$ cat src/rtl/piso_tx_ctrl.sv
// piso_tx_ctrl: 4-bit parallel-in / serial-out transmit controller.
// Frame = start bit (0), four data bits LSB first, stop bit (1); every bit
// is held for BIT_CYCLES clk cycles. tx idles high.
//
// Handshake: a word is accepted on a rising clk edge where valid=1 and
// ready=1. ready is high only in IDLE while reset is released; valid seen
// while busy is ignored and nothing is queued.
module piso_tx_ctrl #(
  parameter int unsigned BIT_CYCLES = 4
) (
  input  logic       clk,
  input  logic       reset,
  input  logic [3:0] data_in,
  input  logic       valid,
  output logic       ready,
  output logic       tx,
  output logic       busy,
  output logic       done,
  output logic [3:0] content
);

  typedef enum logic [1:0] {
    IDLE  = 2'd0,
    START = 2'd1,
    DATA  = 2'd2,
    STOP  = 2'd3
  } state_t;

  // Bit-period counter width; at least one bit even when BIT_CYCLES is 1.
  localparam int unsigned   CW   = (BIT_CYCLES > 1) ? $clog2(BIT_CYCLES) : 1;
  localparam logic [CW-1:0] LAST = CW'(BIT_CYCLES - 1);

  state_t        state;
  state_t        state_n;
  logic [CW-1:0] cnt;
  logic [CW-1:0] cnt_n;
  logic [1:0]    bit_cnt;
  logic [1:0]    bit_n;
  logic [3:0]    sr;
  logic [3:0]    sr_n;
  logic          accept;
  logic          period_end;

  // ready is decoded from the state register and gated by reset so that a
  // word can be accepted on the very first edge after reset release.
  assign ready      = (state == IDLE) && reset;
  assign accept     = valid && ready;
  assign period_end = (cnt == LAST);
  assign content    = sr;

  // Next-state, counter and shift-register decode.
  always_comb begin
    state_n = state;
    cnt_n   = cnt;
    bit_n   = bit_cnt;
    sr_n    = sr;
    case (state)
      IDLE: begin
        if (accept) begin
          state_n = START;
          sr_n    = data_in;
          cnt_n   = '0;
          bit_n   = 2'd0;
        end
      end
      START: begin
        if (period_end) begin
          state_n = DATA;
          cnt_n   = '0;
        end else begin
          cnt_n = cnt + CW'(1);
        end
      end
      DATA: begin
        if (period_end) begin
          cnt_n = '0;
          // Shift right, back-filling with the idle level.
          sr_n  = {1'b1, sr[3:1]};
          if (bit_cnt == 2'd3) begin
            state_n = STOP;
            bit_n   = 2'd0;
          end else begin
            bit_n = bit_cnt + 2'd1;
          end
        end else begin
          cnt_n = cnt + CW'(1);
        end
      end
      STOP: begin
        if (period_end) begin
          state_n = IDLE;
          cnt_n   = '0;
        end else begin
          cnt_n = cnt + CW'(1);
        end
      end
      default: begin
        state_n = IDLE;
        cnt_n   = '0;
        bit_n   = 2'd0;
      end
    endcase
  end

  // State registers; tx, busy and done are registered from the next-state
  // values so they line up with the state they describe.
  always_ff @(posedge clk or negedge reset) begin
    if (!reset) begin
      state   <= IDLE;
      cnt     <= '0;
      bit_cnt <= 2'd0;
      sr      <= 4'b1111;
      tx      <= 1'b1;
      busy    <= 1'b0;
      done    <= 1'b0;
    end else begin
      state   <= state_n;
      cnt     <= cnt_n;
      bit_cnt <= bit_n;
      sr      <= sr_n;
      case (state_n)
        START:   tx <= 1'b0;
        DATA:    tx <= sr_n[0];
        default: tx <= 1'b1;
      endcase
      busy    <= (state_n != IDLE);
      done    <= (state_n == STOP) && (cnt_n == LAST);
    end
  end

endmodule

$ cat config.mk
export PLATFORM = sky130hd
export DESIGN_NAME = piso_tx_ctrl
export DESIGN_NICKNAME = d
export VERILOG_FILES = /design/src/rtl/piso_tx_ctrl.sv
export SDC_FILE = /design/constraint.sdc
export NUM_CORES = 1
export LEC_CHECK = 0
export BUFFER_PORTS_ARGS = -buffer_cell sky130_fd_sc_hd__clkbuf_2
export CAP_MARGIN = 10
export CORE_MARGIN = 2
export CORE_UTILIZATION = 42
export CTS_BUF_LIST = sky130_fd_sc_hd__clkbuf_8
export DETAILED_ROUTE_END_ITERATION = 12
export SYNTH_ARGS = -nofsm -noshare
export SYNTH_HDL_FRONTEND = slang
export SYNTH_SLANG_ARGS = --single-unit
$ cat constraint.sdc
create_clock -name clk -period 3.95 [get_ports clk]
set_clock_uncertainty 0.2 [all_clocks]
set_input_delay 0.5925 -clock clk [delete_from_list [all_inputs] [get_ports clk]]
set_output_delay 0.5925 -clock clk [all_outputs]
set_load 0.01 [all_outputs]
Yosys cells after proc, flatten, opt, wreduce, memory -nomap -nowiden --
Index checks and enable logic that the tools add are counted.
Storage, ports and cells: word-level logic and storage cells 46, input port bits 7, register bits 13, output and inout port bits 8
Operators by class: reduce and logical (&&, ||, !) cells 8, muxes and demuxes 17, add/subtract/negate cells 2, eq/ne operators 11
Operators by type and width (count):
- $mux 2 | 10
- $eq 2x2->1 const B | 7
- $mux 4 | 2
- $pmux 2 s2 | 2
- $pmux 2 s4 | 1
- $pmux 4 s2 | 1
- $add 2x1->2 const B | 2
- $eq 2x1->1 const B | 2
- $ne 2x2->1 const B | 2
- $reduce_bool 2->1 | 2
- $logic_and 1x1->1 | 3
- $reduce_and 3->1 | 1
- $reduce_or 3->1 | 1
- $logic_not 2->1 | 1
- $pmux 1 s2 | 1

Logic depth before layout (Yosys ltp) --
Gate-level depths: netlist (run 1).
depth in word-level cells 7, gate-level depth with buffers 5, gate-level depth less buffers 4

Least setup slack after synthesis (run 1) --
Ideal clock, no wire load.
path type register to output, from reg state[1], to out ready, path buffers 1, cell stages (with the launch flop) 4, data required time 3.157 ns, setup slack 2.338 ns, arrival time 0.820 ns, cell sequence dfrtp_1 buf_4 nor2_2 and2_1
Between the ends: longest elaborated chain between the ends 2
RTL lines:
- start: declaration | RTL line 33 | state_t state;
- start signal: assignment | RTL line 117 | state <= state_n;
- $logic_not 2->1 | RTL line 46 | assign ready = (state == IDLE) && reset;
- $logic_and 1x1->1 | RTL line 46
- end: declaration | RTL line 15 | output logic ready,
Every way passes these cells.

Final worst setup path (run 1) --
Same ends and word-level chain as after synthesis.

==> impl_metrics.toml, run 1 <==
[min_path]
min_path_type = "in2async"

[die]
coreArea_mm2 = 0.00152
dieWidth_um = 44.4
dieArea_mm2 = 0.00197
placementRows = 14
start_util_pct = 45.1
dieHeight_um = 44.4
io_pins = 15

[synth]
synthSimpleGateAreaFrac_pct = 15.8
synthesis.nets = 76
yosys_most_used_dff = "dfrtp_1"
synth.largest_area_cell = "dfrtp_1"
synth_area_per_cell_um2 = 10.3
async_reset_ff_share_pct = 100
synth_compound_area_share_pct = 26.0
synth_top_area_share_pct = 29.1
yosysWarnings = 0
synth_top_family_by_area = "compound AO/OA/AOI/OAI gates"
ys_types = 26
synth_area_leaders = "dfrtp_1 (29%), dfstp_2 (19%), a221o_1 (5.8%)"
synth_fa_ha_area_share_pct = 3.64
synthCells = 67
muxShareOfSynthArea_pct = 0
ys_seq_elements = 13
synth_edf_count = 0
syn_area_um2 = 687
synth-xor-area-share_pct = 1.28
seq_area_frac_synth_pct = 48.3

[setup_path]
slowest_stage = "dfrtp_1"
timing.rr.end = "done$_DFF_PN0_"
crit_chain = "nor2_2, and2_1, clkbuf_2"
path_max_fanout = 17
r2r_cells = 3
reg2reg_slack_ps = 2180
critical_path_class = "reg2out"
crit_required_ps = 3160
worst_setup_path_end_kind = "output pin"
arrival_ps = 1390
slowest_delay_ps = 570
startpoint_type = "register"
rr_startpoint = "state[1]$_DFF_PN0_"

[run]
cap_violations = 0

[power_and_ir_drop]
net-switching-power_w = 0.000263
p_int_w = 0.000427
p_comb_share_pct = 40.4
netSwitchingFraction_pct = 38.1
fin_total_pwr_w = 0.000690
p_leak_nw = 0.387
worst_ir_drop_vdd_mv = 0.411
power_density_mw_per_mm2 = 863
p_seq_share_pct = 43.7
clock_power_share_pct = 16.0

[timing]
drv_slew = 0
rsz0062_at_grt = "no"
worst_pin_slew_ps = 546
max-slew-margin-rel_pct = 63.6
final-hold-violation-count = 0
period_share_pct = 55.3
max_freq_mhz = 458
setup_tns_ps = 0
hold-worst-slack_ps = 61.6
min_period_ps = 2190
finalSetupViolations = 0

[place]
portBuffers = 14
gp_congestion = 0.715
dpl.cell_count = 93

[route]
dr_wl_met3_um = 67
drt-vias-per-instance = 5.49
wl_um = 1260
route.detailed.drc = 0
wl_met1_um = 602
routed_wire_length_per_instance_um = 12.9
firstDrtPassIters = 4
drtIter0Drc = 17
postRouteAntennaNets = 0
vias = 533
wl_met2_um = 585
highest_layer = "met3"

[clock_tree]
cts_tree = "done"
clkSinkCount = 13
clkTransAtPathRegs_ps = 50
cts_buffer_depth = 2
htree_levels = 1
cts-buffers-inserted = 3
cts_hold_buf = 0
cts_root_buf = "clkbuf_8"
cts_resized = 0
clock_latency_ps = 240
postCtsSetupBuffers = 0

[final_layout]
final_cell_count_no_fill = 97
drive_above_1_share_pct = 30.9
nNetsFinal = 91
diodes = 0
syn_to_final_growth_pct = 16.4
final_util_pct = 52.5

[global_route]
grt_pass1_wl_um = 2170
first_global_vias = 487
track_usage_pct = 15.8
antenna_found_initial = 0
grt_max_degree = 18
grt_overflow = 0

[run_status]
status = "completed"
## sequential cells by signal, summed over array words and instances, names as in the netlist
register  cells
cnt           2
tx            1
state         2
content       4
bit_cnt       2
busy          1
done          1
## power groups by stage
stage | combinational (W) | clock (W) | sequential, W
5_1_grt | 0.000319 | 0.000122 | 0.000318
2_1_floorplan | 0.000237 | 0 | 0.000275
4_1_cts | 0.000282 | 0.000115 | 0.000302
6_report | 0.000278 | 0.000110 | 0.000301
3_3_place_gp | 0.000280 | 0 | 0.000302
3_5_place_dp | 0.000281 | 0 | 0.000304
## area by class of cell
class                      instances  area [um2]
clock buffer                       3        41.3
clock inverter                     1        3.75
fill                             142         724
inverter                           3        11.3
multi-input combinational         47         322
sequential                        13         332
tap                               16        20.0
timing repair buffer              14        70.1
## cell usage in the layout (no fill, tap or decap), drive strengths merged, types with 2 or more instances in the layout
master	instances
o21ai	2
dfrtp	8
nand2	8
inv	4
a22o	4
ha	2
clkbuf	17
and3	4
dfstp	5
a221o	4
a31oi	2
nor2	3
a21oi	6
and2	2
## cell usage after synthesis, types with 3 or more instances
| cell | instances |
|---|---|
| a21oi_1 | 6 |
| a221o_1 | 4 |
| a22o_1 | 4 |
| and3_1 | 4 |
| buf_2 | 3 |
| dfrtp_1 | 8 |
| dfstp_2 | 5 |
| inv_1 | 3 |
| nand2_1 | 8 |
## critical path: cells and delay by family, from the launching register on
| family | cells | cell delay, ps |
|---|---|---|
| simple gates | 2 | 450 |
| buf+inv | 1 | 120 |
| flops | 1 | 570 |
## per-stage QoR
stage / worst slack (ps) / area, um2
2_1_floorplan: 2340 / 687
3_3_place_gp: 1910 / 754
3_5_place_dp: 1910 / 754
4_1_cts: 1750 / 800
5_1_grt: 1660 / 800
6_report: 1760 / 800
## per-layer routing
layer | track usage [%] | up-vias
met5 | 0 | -
met4 | 7.27 | 0
met3 | 7.35 | 0
met2 | 21.5 | 12
met1 | 21.1 | 247
li1 | - | 274
## logic make-up (layout without fill, tap and decap cells)
group,after synthesis,count (layout)
AOI/OAI and AO/OA,23,23
and+or+nand+nor,21,21
DFF,13,13
buffers and inverters,7,21
adders and majority gates,2,2
xor gates and xnor gates,1,1
## how the worst max path moves through the flow
stage	from	to	slack (ps)	cells after the start
global route	state[1]$_DFF_PN0_	ready	1660	3
CTS	state[1]$_DFF_PN0_	ready	1750	3
finish	state[1]$_DFF_PN0_	ready	1760	3
detailed placement	reset	ready	1910	3
floorplan	state[1]$_DFF_PN0_	ready	2340	3
global placement	reset	ready	1910	3
No activity file was read; power rests on OpenSTA's default activity.
==> run 2, diff against run 1 <==
Clock period 3.95 ns to 2.05 ns, I/O delays scaled along.
==> run 2 against run 1 <==
Compared with the run above:
- flip-flop and latch count stayed put
- critical path type unchanged
- largest power group is now combinational cells
- routed wire length is 7.2% higher
- critical endpoint unchanged
- die area stayed put
- clock power is 93% higher
==> impl_metrics.toml, run 2 (synthesis results as in run 1) <==
[setup_path]
slowest_stage = "dfrtp_1"
arrival_ps = 1290
path_max_fanout = 15
crit_chain = "nor2_2, and2_1, clkbuf_2"
critical_path_class = "reg2out"
worst_setup_path_end_kind = "output pin"
worst-path-buf-inv = 1
crit_required_ps = 1540
slowest_delay_ps = 520
critPathTopFamily = "flip-flops"
startpoint_type = "register"
reg2reg_slack_ps = 400

[route]
highest_layer = "met3"
firstDrtPassIters = 4
drt-vias-per-instance = 5.39
dr_wl_met3_um = 57
vias = 544
drtIter0Drc = 18
wl_met1_um = 679
route.detailed.drc = 0
wl_um = 1350
routed_wire_length_per_instance_um = 13.3
postRouteAntennaNets = 0
wl_met2_um = 608

[place]
gp_congestion = 0.812
dp_hpwl_um = 964
dp_slack_ps = 413
portBuffers = 14

[power_and_ir_drop]
fin_total_pwr_w = 0.00135
p_leak_nw = 0.405
worst_ir_drop_vdd_mv = 0.700
power_density_mw_per_mm2 = 1620

[final_layout]
layout_common_cells = "clkbuf_2 (14), nand2_1 (8), dfrtp_1 (8)"
largest_register_ffs = 4
fill_cells = 144
diodes = 0
drive_above_1_share_pct = 31.8
final_util_pct = 54.8
nNetsFinal = 95
syn_to_final_growth_pct = 21.5
layout_commonest_cell = "clkbuf_2"

[run_status]
status = "completed"

[clock_tree]
clock_latency_ps = 240
cts_root_buf = "clkbuf_8"
htree_levels = 1
cts-buffers-inserted = 3
postCtsSetupBuffers = 0
cts_resized = 0
clkTransAtPathRegs_ps = 50
cts_buffer_depth = 2
cts_tree = "done"
clkSinkCount = 13

[timing]
timing.final.ws_setup_ps = 256
min_period_ps = 1790
max-slew-margin-rel_pct = 71.9
rsz0062_at_grt = "no"
finalSetupViolations = 0
final-hold-violation-count = 0
drv_slew = 0
max_freq_mhz = 557
hold-worst-slack_ps = 33.0
period_share_pct = 87.5
worst_pin_slew_ps = 421
setup_tns_ps = 0

[global_route]
antenna_found_initial = 0
grt_overflow = 0
grt_max_degree = 16
grt_pass1_wl_um = 2200
track_usage_pct = 15.6
first_global_vias = 495

[min_path]
min_path_type = "in2async"

[die]
dieWidth_um = 44.4
coreArea_mm2 = 0.00152
dieArea_mm2 = 0.00197
start_util_pct = 45.1
dieHeight_um = 44.4
io_pins = 15
placementRows = 14

[run]
cap_violations = 0
## run 2: path summary, 6_finish.rpt
path	endpoint	depth (start not counted)	startpoint
max in group asynchronous	bit_cnt[1]$_DFFE_PN0P_	3	reset
worst max-delay path	ready	3	state[0]$_DFF_PN0_
worst max register to register	done$_DFF_PN0_	3	cnt[0]$_DFF_PN0_
worst min register to register	cnt[1]$_DFF_PN0_	2	cnt[1]$_DFF_PN0_
min in group clk	content[1]$_DFFE_PN1P_	3	data_in[1]
worst min-delay path	content[2]$_DFFE_PN1P_	2	reset
## run 2: timing repair
action | in CTS | in global routing
hold buffers | 2 | 0
endpoints found under the setup margin | 0 | 0
hold endpoints to repair | 9 | 0
## run 2: layer usage
metal,vias to the layer above,global-route usage [%]
li1,285,-
met1,250,21.7
met2,9,21.2
met3,0,7.35
met4,0,5.45
met5,-,0
## run 2: where the power goes
part,switching [W],internal [W]
clock,0.0000806,0.000131
sequential,0.000127,0.000418
combinational,0.000304,0.000291
## run 2: area by class of cell
type / instances / area [um2] / area share, %
Inverter: 3 / 11.3 / 1.35
Clock buffer: 3 / 41.3 / 4.95
Timing Repair Buffer: 18 / 105 / 12.6
Multi-Input combinational cell: 47 / 322 / 38.5
Sequential cell: 13 / 332 / 39.7
Clock inverter: 1 / 3.75 / 0.450
Tap cell: 16 / 20.0 / 2.40
## run 2: metrics by stage
stage	instances	cell area, um2
after global routing	101	835
after detailed placement	95	769
after CTS	101	835
after global placement	95	769
final	101	835
after floorplan	67	687
## run 2: worst register-to-register path, stage by stage (launching register included)
cell and delay (ps):
dfrtp_1 380, ha_1 270, or3_1 430, a221oi_2 270
